File: src/rtl/l1_repl_pkg.sv
// Shared definitions for the L1 replacement manager: policy selectors,
// init/ready FSM encoding and the per-set state width helper.
package l1_repl_pkg;

    localparam int REPL_BITPLRU  = 0;
    localparam int REPL_TREEPLRU = 1;

    typedef enum logic {
        INIT  = 1'b0,
        READY = 1'b1
    } repl_fsm_t;

    // Bit-PLRU keeps one MRU bit per way; tree-PLRU keeps one bit per internal node.
    function automatic int state_width(input int way_num, input int mode);
        return (mode == REPL_TREEPLRU) ? way_num - 1 : way_num;
    endfunction

endpackage

File: src/rtl/l1_repl_sel.sv
// Combinational way selection (hit / free way / PLRU victim) and next
// replacement state for one set, for either bit-PLRU or tree-PLRU.
module l1_repl_sel
    import l1_repl_pkg::*;
#(
    parameter int WAY_NUM = 4,
    parameter int MODE    = REPL_BITPLRU
) (
    input  logic [state_width(WAY_NUM, MODE)-1:0] state_cur,
    input  logic [WAY_NUM-1:0]                    hit_vect,
    input  logic [WAY_NUM-1:0]                    val_vect,
    input  logic [WAY_NUM-1:0]                    lock_vect,
    output logic                                  hit,
    output logic                                  evict,
    output logic                                  fail,
    output logic [WAY_NUM-1:0]                    way_vect,
    output logic [state_width(WAY_NUM, MODE)-1:0] state_nxt
);

    logic [WAY_NUM-1:0] alloc_ok;
    logic [WAY_NUM-1:0] free_vect;
    logic [WAY_NUM-1:0] victim_vect;

    function automatic logic [WAY_NUM-1:0] lowest_one(input logic [WAY_NUM-1:0] v);
        return v & (~v + WAY_NUM'(1));
    endfunction

    assign alloc_ok  = ~lock_vect;
    assign free_vect = lowest_one(~val_vect & alloc_ok);

    always_comb begin
        hit      = |hit_vect;
        evict    = 1'b0;
        fail     = 1'b0;
        way_vect = '0;
        if (hit) begin
            way_vect = lowest_one(hit_vect);
        end else if (alloc_ok == '0) begin
            fail = 1'b1;
        end else if (free_vect != '0) begin
            way_vect = free_vect;
        end else begin
            way_vect = victim_vect;
            evict    = 1'b1;
        end
    end

    generate
        if (MODE == REPL_TREEPLRU) begin : g_tree
            localparam int SW = WAY_NUM - 1;
            localparam int LW = $clog2(WAY_NUM);

            logic [SW-1:0]      node_bits;
            logic [WAY_NUM-1:0] avail;
            logic [SW-1:0]      node_mask;

            // Walk from the root, then slide right (wrapping) past locked ways.
            always_comb begin
                int  node;
                int  pick;
                int  cand;
                logic found;
                node        = 0;
                node_bits   = '0;
                avail       = '0;
                cand        = 0;
                for (int l = 0; l < LW; l++) begin
                    node_bits = state_cur >> node;
                    node      = 2 * node + 1 + int'(node_bits[0]);
                end
                pick        = node - (WAY_NUM - 1);
                victim_vect = '0;
                found       = 1'b0;
                for (int k = 0; k < WAY_NUM; k++) begin
                    cand  = (pick + k) % WAY_NUM;
                    avail = alloc_ok >> cand;
                    if (!found && avail[0]) begin
                        victim_vect = WAY_NUM'(1) << cand;
                        found       = 1'b1;
                    end
                end
            end

            always_comb begin
                int   node;
                int   way_idx;
                logic dir;
                way_idx = 0;
                for (int i = 0; i < WAY_NUM; i++) begin
                    if (way_vect[i]) begin
                        way_idx = i;
                    end
                end
                state_nxt = state_cur;
                node      = 0;
                node_mask = '0;
                for (int l = 0; l < LW; l++) begin
                    dir       = ((way_idx >> (LW - 1 - l)) & 1) != 0;
                    node_mask = SW'(1) << node;
                    state_nxt = dir ? (state_nxt & ~node_mask) : (state_nxt | node_mask);
                    node      = 2 * node + 1 + int'(dir);
                end
            end
        end else begin : g_bit
            logic [WAY_NUM-1:0] used;

            always_comb begin
                victim_vect = lowest_one(~state_cur & alloc_ok);
                if (victim_vect == '0) begin
                    victim_vect = lowest_one(alloc_ok);
                end
            end

            // Once every MRU bit would be set, restart history with only the touched way.
            always_comb begin
                used      = state_cur | way_vect;
                state_nxt = (&used) ? way_vect : used;
            end
        end
    endgenerate

endmodule

File: src/rtl/sram_dp.sv
// Simple dual-port state SRAM: port A synchronous read, port B write.
// A read and a write to the same address in one cycle return the old word.
module sram_dp #(
    parameter int WIDTH = 8,
    parameter int DEPTH = 64
) (
    input  logic                     clk,
    input  logic                     a_en,
    input  logic [$clog2(DEPTH)-1:0] a_addr,
    output logic [WIDTH-1:0]         a_rdata,
    input  logic                     b_we,
    input  logic [$clog2(DEPTH)-1:0] b_addr,
    input  logic [WIDTH-1:0]         b_wdata
);

    logic [WIDTH-1:0] mem [DEPTH];

    always_ff @(posedge clk) begin
        if (a_en) begin
            a_rdata <= mem[a_addr];
        end
        if (b_we) begin
            mem[b_addr] <= b_wdata;
        end
    end

endmodule

File: src/rtl/l1_repl_mgr.sv
// Parametrised L1 replacement manager with per-set PLRU state in a dual-port SRAM.
// Optional way locking is built when L1_REPL_LOCK_EN is defined.
module l1_repl_mgr
    import l1_repl_pkg::*;
#(
    parameter int WAY_NUM   = 4,
    parameter int SET_NUM   = 64,
    parameter int IDX_WIDTH = $clog2(SET_NUM),
    parameter int MODE      = REPL_BITPLRU
) (
    input  logic                 clk,
    input  logic                 rst,
    input  logic                 req,
    input  logic [IDX_WIDTH-1:0] idx,
    input  logic                 inv_req,
    output logic                 ready,
    input  logic [WAY_NUM-1:0]   ld_val_vect,
    input  logic [WAY_NUM-1:0]   tag_cmp_vect,
    output logic                 hit,
    output logic                 evict_val,
    output logic [WAY_NUM-1:0]   way_vect
`ifdef L1_REPL_LOCK_EN
    ,
    input  logic [WAY_NUM-1:0]   lock_vect,
    output logic                 alloc_fail
`endif
);

    localparam int SW = state_width(WAY_NUM, MODE);

    repl_fsm_t            fsm;
    repl_fsm_t            fsm_nxt;
    logic [IDX_WIDTH-1:0] sweep_addr;
    logic [IDX_WIDTH-1:0] sweep_nxt;

    logic                 req_r;
    logic [IDX_WIDTH-1:0] idx_r;
    logic                 fwd_val;
    logic [SW-1:0]        fwd_state;

    logic                 rd_en;
    logic                 upd_we;
    logic                 mem_we;
    logic [IDX_WIDTH-1:0] mem_addr;
    logic [SW-1:0]        mem_wdata;
    logic [SW-1:0]        rd_state;
    logic [SW-1:0]        cur_state;
    logic [SW-1:0]        upd_state;

    logic [WAY_NUM-1:0]   lock_int;
    logic [WAY_NUM-1:0]   sel_way;
    logic                 sel_hit;
    logic                 sel_evict;
    logic                 sel_fail;

    always_ff @(posedge clk) begin
        if (rst) begin
            fsm        <= INIT;
            sweep_addr <= '0;
        end else begin
            fsm        <= fsm_nxt;
            sweep_addr <= sweep_nxt;
        end
    end

    always_comb begin
        fsm_nxt   = fsm;
        sweep_nxt = sweep_addr;
        case (fsm)
            INIT: begin
                if (inv_req) begin
                    sweep_nxt = '0;
                end else if (sweep_addr == IDX_WIDTH'(SET_NUM - 1)) begin
                    fsm_nxt   = READY;
                    sweep_nxt = '0;
                end else begin
                    sweep_nxt = sweep_addr + IDX_WIDTH'(1);
                end
            end
            READY: begin
                if (inv_req) begin
                    fsm_nxt   = INIT;
                    sweep_nxt = '0;
                end
            end
            default: begin
                fsm_nxt   = INIT;
                sweep_nxt = '0;
            end
        endcase
    end

    assign ready = (fsm == READY);
    assign rd_en = req & ready;

    // Updates are discarded while sweeping, on an invalidate, or when nothing was allocatable.
    assign upd_we    = req_r & ~inv_req & (fsm == READY) & ~sel_fail;
    assign mem_we    = (fsm == INIT) | upd_we;
    assign mem_addr  = (fsm == INIT) ? sweep_addr : idx_r;
    assign mem_wdata = (fsm == INIT) ? '0 : upd_state;

    always_ff @(posedge clk) begin
        if (rst) begin
            req_r     <= 1'b0;
            idx_r     <= '0;
            fwd_val   <= 1'b0;
            fwd_state <= '0;
        end else begin
            req_r     <= rd_en;
            if (rd_en) begin
                idx_r <= idx;
            end
            fwd_val   <= rd_en & upd_we & (idx == idx_r);
            fwd_state <= upd_state;
        end
    end

    // The SRAM read of a back-to-back same-set request misses this cycle's write.
    assign cur_state = fwd_val ? fwd_state : rd_state;

    sram_dp #(
        .WIDTH (SW),
        .DEPTH (SET_NUM)
    ) u_state_ram (
        .clk     (clk),
        .a_en    (rd_en),
        .a_addr  (idx),
        .a_rdata (rd_state),
        .b_we    (mem_we),
        .b_addr  (mem_addr),
        .b_wdata (mem_wdata)
    );

`ifdef L1_REPL_LOCK_EN
    assign lock_int   = lock_vect;
    assign alloc_fail = req_r & sel_fail;
`else
    assign lock_int   = '0;
`endif

    l1_repl_sel #(
        .WAY_NUM (WAY_NUM),
        .MODE    (MODE)
    ) u_sel (
        .state_cur (cur_state),
        .hit_vect  (ld_val_vect & tag_cmp_vect),
        .val_vect  (ld_val_vect),
        .lock_vect (lock_int),
        .hit       (sel_hit),
        .evict     (sel_evict),
        .fail      (sel_fail),
        .way_vect  (sel_way),
        .state_nxt (upd_state)
    );

    assign hit       = req_r & sel_hit;
    assign evict_val = req_r & sel_evict;
    assign way_vect  = req_r ? sel_way : '0;

endmodule

File: config.mk
export PLATFORM = sky130hd
export DESIGN_NAME = l1_repl_mgr
export DESIGN_NICKNAME = d
export VERILOG_FILES = /design/src/rtl/l1_repl_pkg.sv /design/src/rtl/l1_repl_sel.sv /design/src/rtl/sram_dp.sv /design/src/rtl/l1_repl_mgr.sv
export SDC_FILE = /design/constraint.sdc
export NUM_CORES = 1
export LEC_CHECK = 0
export ABC_CLOCK_PERIOD_IN_PS = 5890
export BUFFER_PORTS_ARGS = -buffer_cell sky130_fd_sc_hd__clkbuf_2
export CELL_PAD_IN_SITES_DETAIL_PLACEMENT = 1
export CELL_PAD_IN_SITES_GLOBAL_PLACEMENT = 1
export CORE_MARGIN = 4
export CORE_UTILIZATION = 55
export CTS_BUF_LIST = sky130_fd_sc_hd__clkbuf_16
export CTS_CLUSTER_DIAMETER = 120
export DETAILED_ROUTE_END_ITERATION = 7
export GPL_TIMING_DRIVEN = 0
export PLACE_DENSITY_LB_ADDON = 0.1
export SETUP_SLACK_MARGIN = 0.5
export SYNTH_ARGS = -nofsm -noshare
export SYNTH_HDL_FRONTEND = slang
export SYNTH_HIERARCHICAL = 1
export SYNTH_SLANG_ARGS = --single-unit
File: constraint.sdc
create_clock -name clk -period 5.89 [get_ports clk]
set_clock_uncertainty 0.2 [all_clocks]
set_input_delay 0.589 -clock clk [delete_from_list [all_inputs] [get_ports clk]]
set_output_delay 0.589 -clock clk [all_outputs]
set_load 0.02 [all_outputs]
==> metrics.md <==
| Metric | Value |
|---|---|
| Clock buffer depth | `3` |
| Number of port buffers | `24` |
| Fin worst setup slack | `2.50 ns` |
| Fin crit share | `0.575` |
| # rows | `53` |
| Diode count | `0` |
| Clock net sink count | `279` |
| Die Height | `154 um` |
| Resized Gates After CTS | `0` |
| Residual DRC | `0` |
| Worst setup SP type | `input port` |
| Initial antenna violation count | `0` |
| Total negative slack | `0 ns` |
| Die area | `23800 um^2` |
| Drt first-iter violations | `614` |
| Critical path class | `in -> out` |
| Core area | `21000 um^2` |
| Pleak | `5.01 nW` |
| DIE WIDTH | `154 um` |
| CTS Root Cell | `clkbuf_16` |
| Critical Path RT | `5.10 ns` |
| Vias in the first global route | `7085` |
| Worst-case vdd ir drop | `274 uV` |
| Endpoint class of the critical path | `output pin` |
| Post-synth top area cell | `edfxtp_1` |
| Layout Utilization | `0.631` |
| Via Count | `6711` |
| Syn-to-layout area delta | `12.5%` |
| GR Util met1 | `0.355` |
| Vias per cell | `6.32` |
| Hold Buf Count CTS | `0` |
| First-pass GRT wire length | `45.6 mm` |
| RSZ-0062 raised after global routing | `no` |
| Synth warn | `6` |
| Library cells used by synthesis | `63` |
| Number of enable flip-flop cells after synthesis | `260` |
| Post-route cell area | `13300 um^2` |
| Hold Violations, Final | `0` |
| # H-tree levels | `1` |
| Top Ports | `25` |
| Gr usage total | `0.257` |
| Relative slew slack | `0.406` |
| Largest net degree at the start of global routing | `57` |
| Number of synthesized register bits | `279` |
| R2R Setup Slk | `2.60 ns` |
| Synth top cells by count | `260 x edfxtp_1, 90 x nor2_1, 46 x mux4_2, 30 x nand2_1` |
| Layout cells sized above 1 | `0.203` |
| Placed instance area | `12400 um^2` |
| Dpl ws | `2.09 ns` |
| Router iterations before antenna repair | `7` |
| Clock transition at path regs | `0.06 ns` |
| HP Class | `in -> reg` |
| TritonCTS buffer count | `28` |
| Tightest Pin Transition | `0.890 ns` |
| Power Density | `300 nW/um^2` |
| Final wirelength | `30.1 mm` |
| Max-cap violation count | `0` |
| Post-synthesis sequential area ratio | `0.695` |
| RePlAce Congestion | `0.841` |
| Nets | `784` |
| DP Wirelength | `20.4 mm` |
| Critical path fanouts, max | `7` |
| Ys async rst share | `0` |
| Crit path arrival time | `2.60 ns` |
| Main flop type after synthesis | `edfxtp_1` |
| Worst-Skew Late Latency | `0.54 ns` |
| Post-CTS Setup Repair Bufs | `0` |
| Final setup vio count | `0` |
| Met2 usage | `0.428` |
| Initial core utilization | `0.561` |
| Total grt overflow | `0` |
| Busiest grt layer | `met2` |
| Outcome | `complete, no violations` |
| Cells after Synth | `694` |
| Avg WL per Cell | `28.3 um` |
| Area of the mapped netlist | `11800 um^2` |
| Tmin final | `3.39 ns` |
| Final Max Slew Viols | `0` |
| Max Freq | `295 MHz` |
| Syn avg cell area | `17.0 um^2` |
| Count leader, synth | `edfxtp_1` |
| Final ANT Viol Nets | `0` |
| Yosys top cell area share | `0.662` |
| Met3 usage | `0.0453` |
| Synth area leaders | `edfxtp_1 66%, mux4_2 8.8%, mux4_1 4.2%` |
| CTS tree | `done` |
| Tot Pwr | `3.97 mW` |
==> layer usage <==
metal | part of all wire | vias up
met5 | 0 | -
met1 | 0.40 | 3508
met2 | 0.51 | 232
met4 | 0.027 | 0
li1 | - | 2916
met3 | 0.062 | 55
==> critical path, stage by stage <==
cell and delay (ns):
clkbuf_2 0.12, and2_1 0.24, or4_1 0.55, clkbuf_2 0.16, or3_4 0.38, o21ai_2 0.23, and2_1 0.16, clkbuf_2 0.16
==> final timing paths <==
path / to / cells after the start / startpoint
max: way_vect[2] / 8 / ld_val_vect[0]
min: fwd_state[0] / 2 / rst
max reg2reg: u_state_ram/mem[38][0] / 8 / fwd_val
min reg2reg: idx_r[1] / 2 / idx_r[1]
==> per-stage QoR <==
step | instances | hold WS [ns]
6_report | 1062 | 0.0623
5_1_grt | 1062 | 0.0638
4_1_cts | 1062 | 0.0478
3_3_place_gp | 1006 | 0.269
2_1_floorplan | 707 | 0.259
3_5_place_dp | 1010 | 0.281
==> flip-flops by register name, indices dropped and copies added (netlist names) <==
name,count
sweep_addr,6
u_state_ram/mem,256
idx_r,6
u_state_ram/a_rdata,4
ready,1
fwd_val,1
req_r,1
fwd_state,4
==> layout make-up <==
class | count | area [um^2]
inverter | 7 | 26.3
clock inverter | 23 | 146
sequential | 279 | 8190
clock buffer | 29 | 726
timing repair buffer | 28 | 200
tap | 275 | 344
buffer | 34 | 251
multi-input combinational | 387 | 3370
fill | 1869 | 7760
==> where the power goes <==
| part | internal, mW | switching [mW] | total, mW |
|---|---|---|---|
| sequential | 2.14 | 0.00257 | 2.14 |
| clock | 0.937 | 0.733 | 1.67 |
| combinational | 0.0605 | 0.100 | 0.160 |
==> cell usage in the layout, fill, tap and decap left out, types with 5 or more instances in the layout <==
cell / count
a22oi_1: 8
clkinv_1: 8
nand2_1: 30
nand3_1: 14
buf_2: 6
nand2b_1: 8
buf_12: 6
clkbuf_1: 11
and2_1: 11
buf_6: 8
mux4_1: 19
nor2b_1: 11
a31oi_1: 6
clkbuf_16: 29
mux4_2: 46
o22ai_1: 8
xnor2_1: 7
nor2_1: 90
conb_1: 14
mux2_2: 10
or3_1: 5
inv_1: 10
a22o_1: 5
dfxtp_1: 19
edfxtp_1: 260
a21oi_1: 15
clkbuf_2: 26
nand4_1: 6
o221ai_1: 6
o21ai_0: 11
mux2i_1: 6
nor3_1: 5
==> cells by family (layout without fill, tap and decap cells) <==
family,count (synthesis),after routing,share of synthesized area
compound gates,81,81,0.0472
xor+xnor,8,8,0.00595
fa+ha+maj,1,1,0.00106
buf+inv,41,121,0.0236
flops,279,279,0.695
mux,81,81,0.145
other cells,1,14,0.000318
simple gates,202,202,0.0823
(Power assumes the default switching activity.)
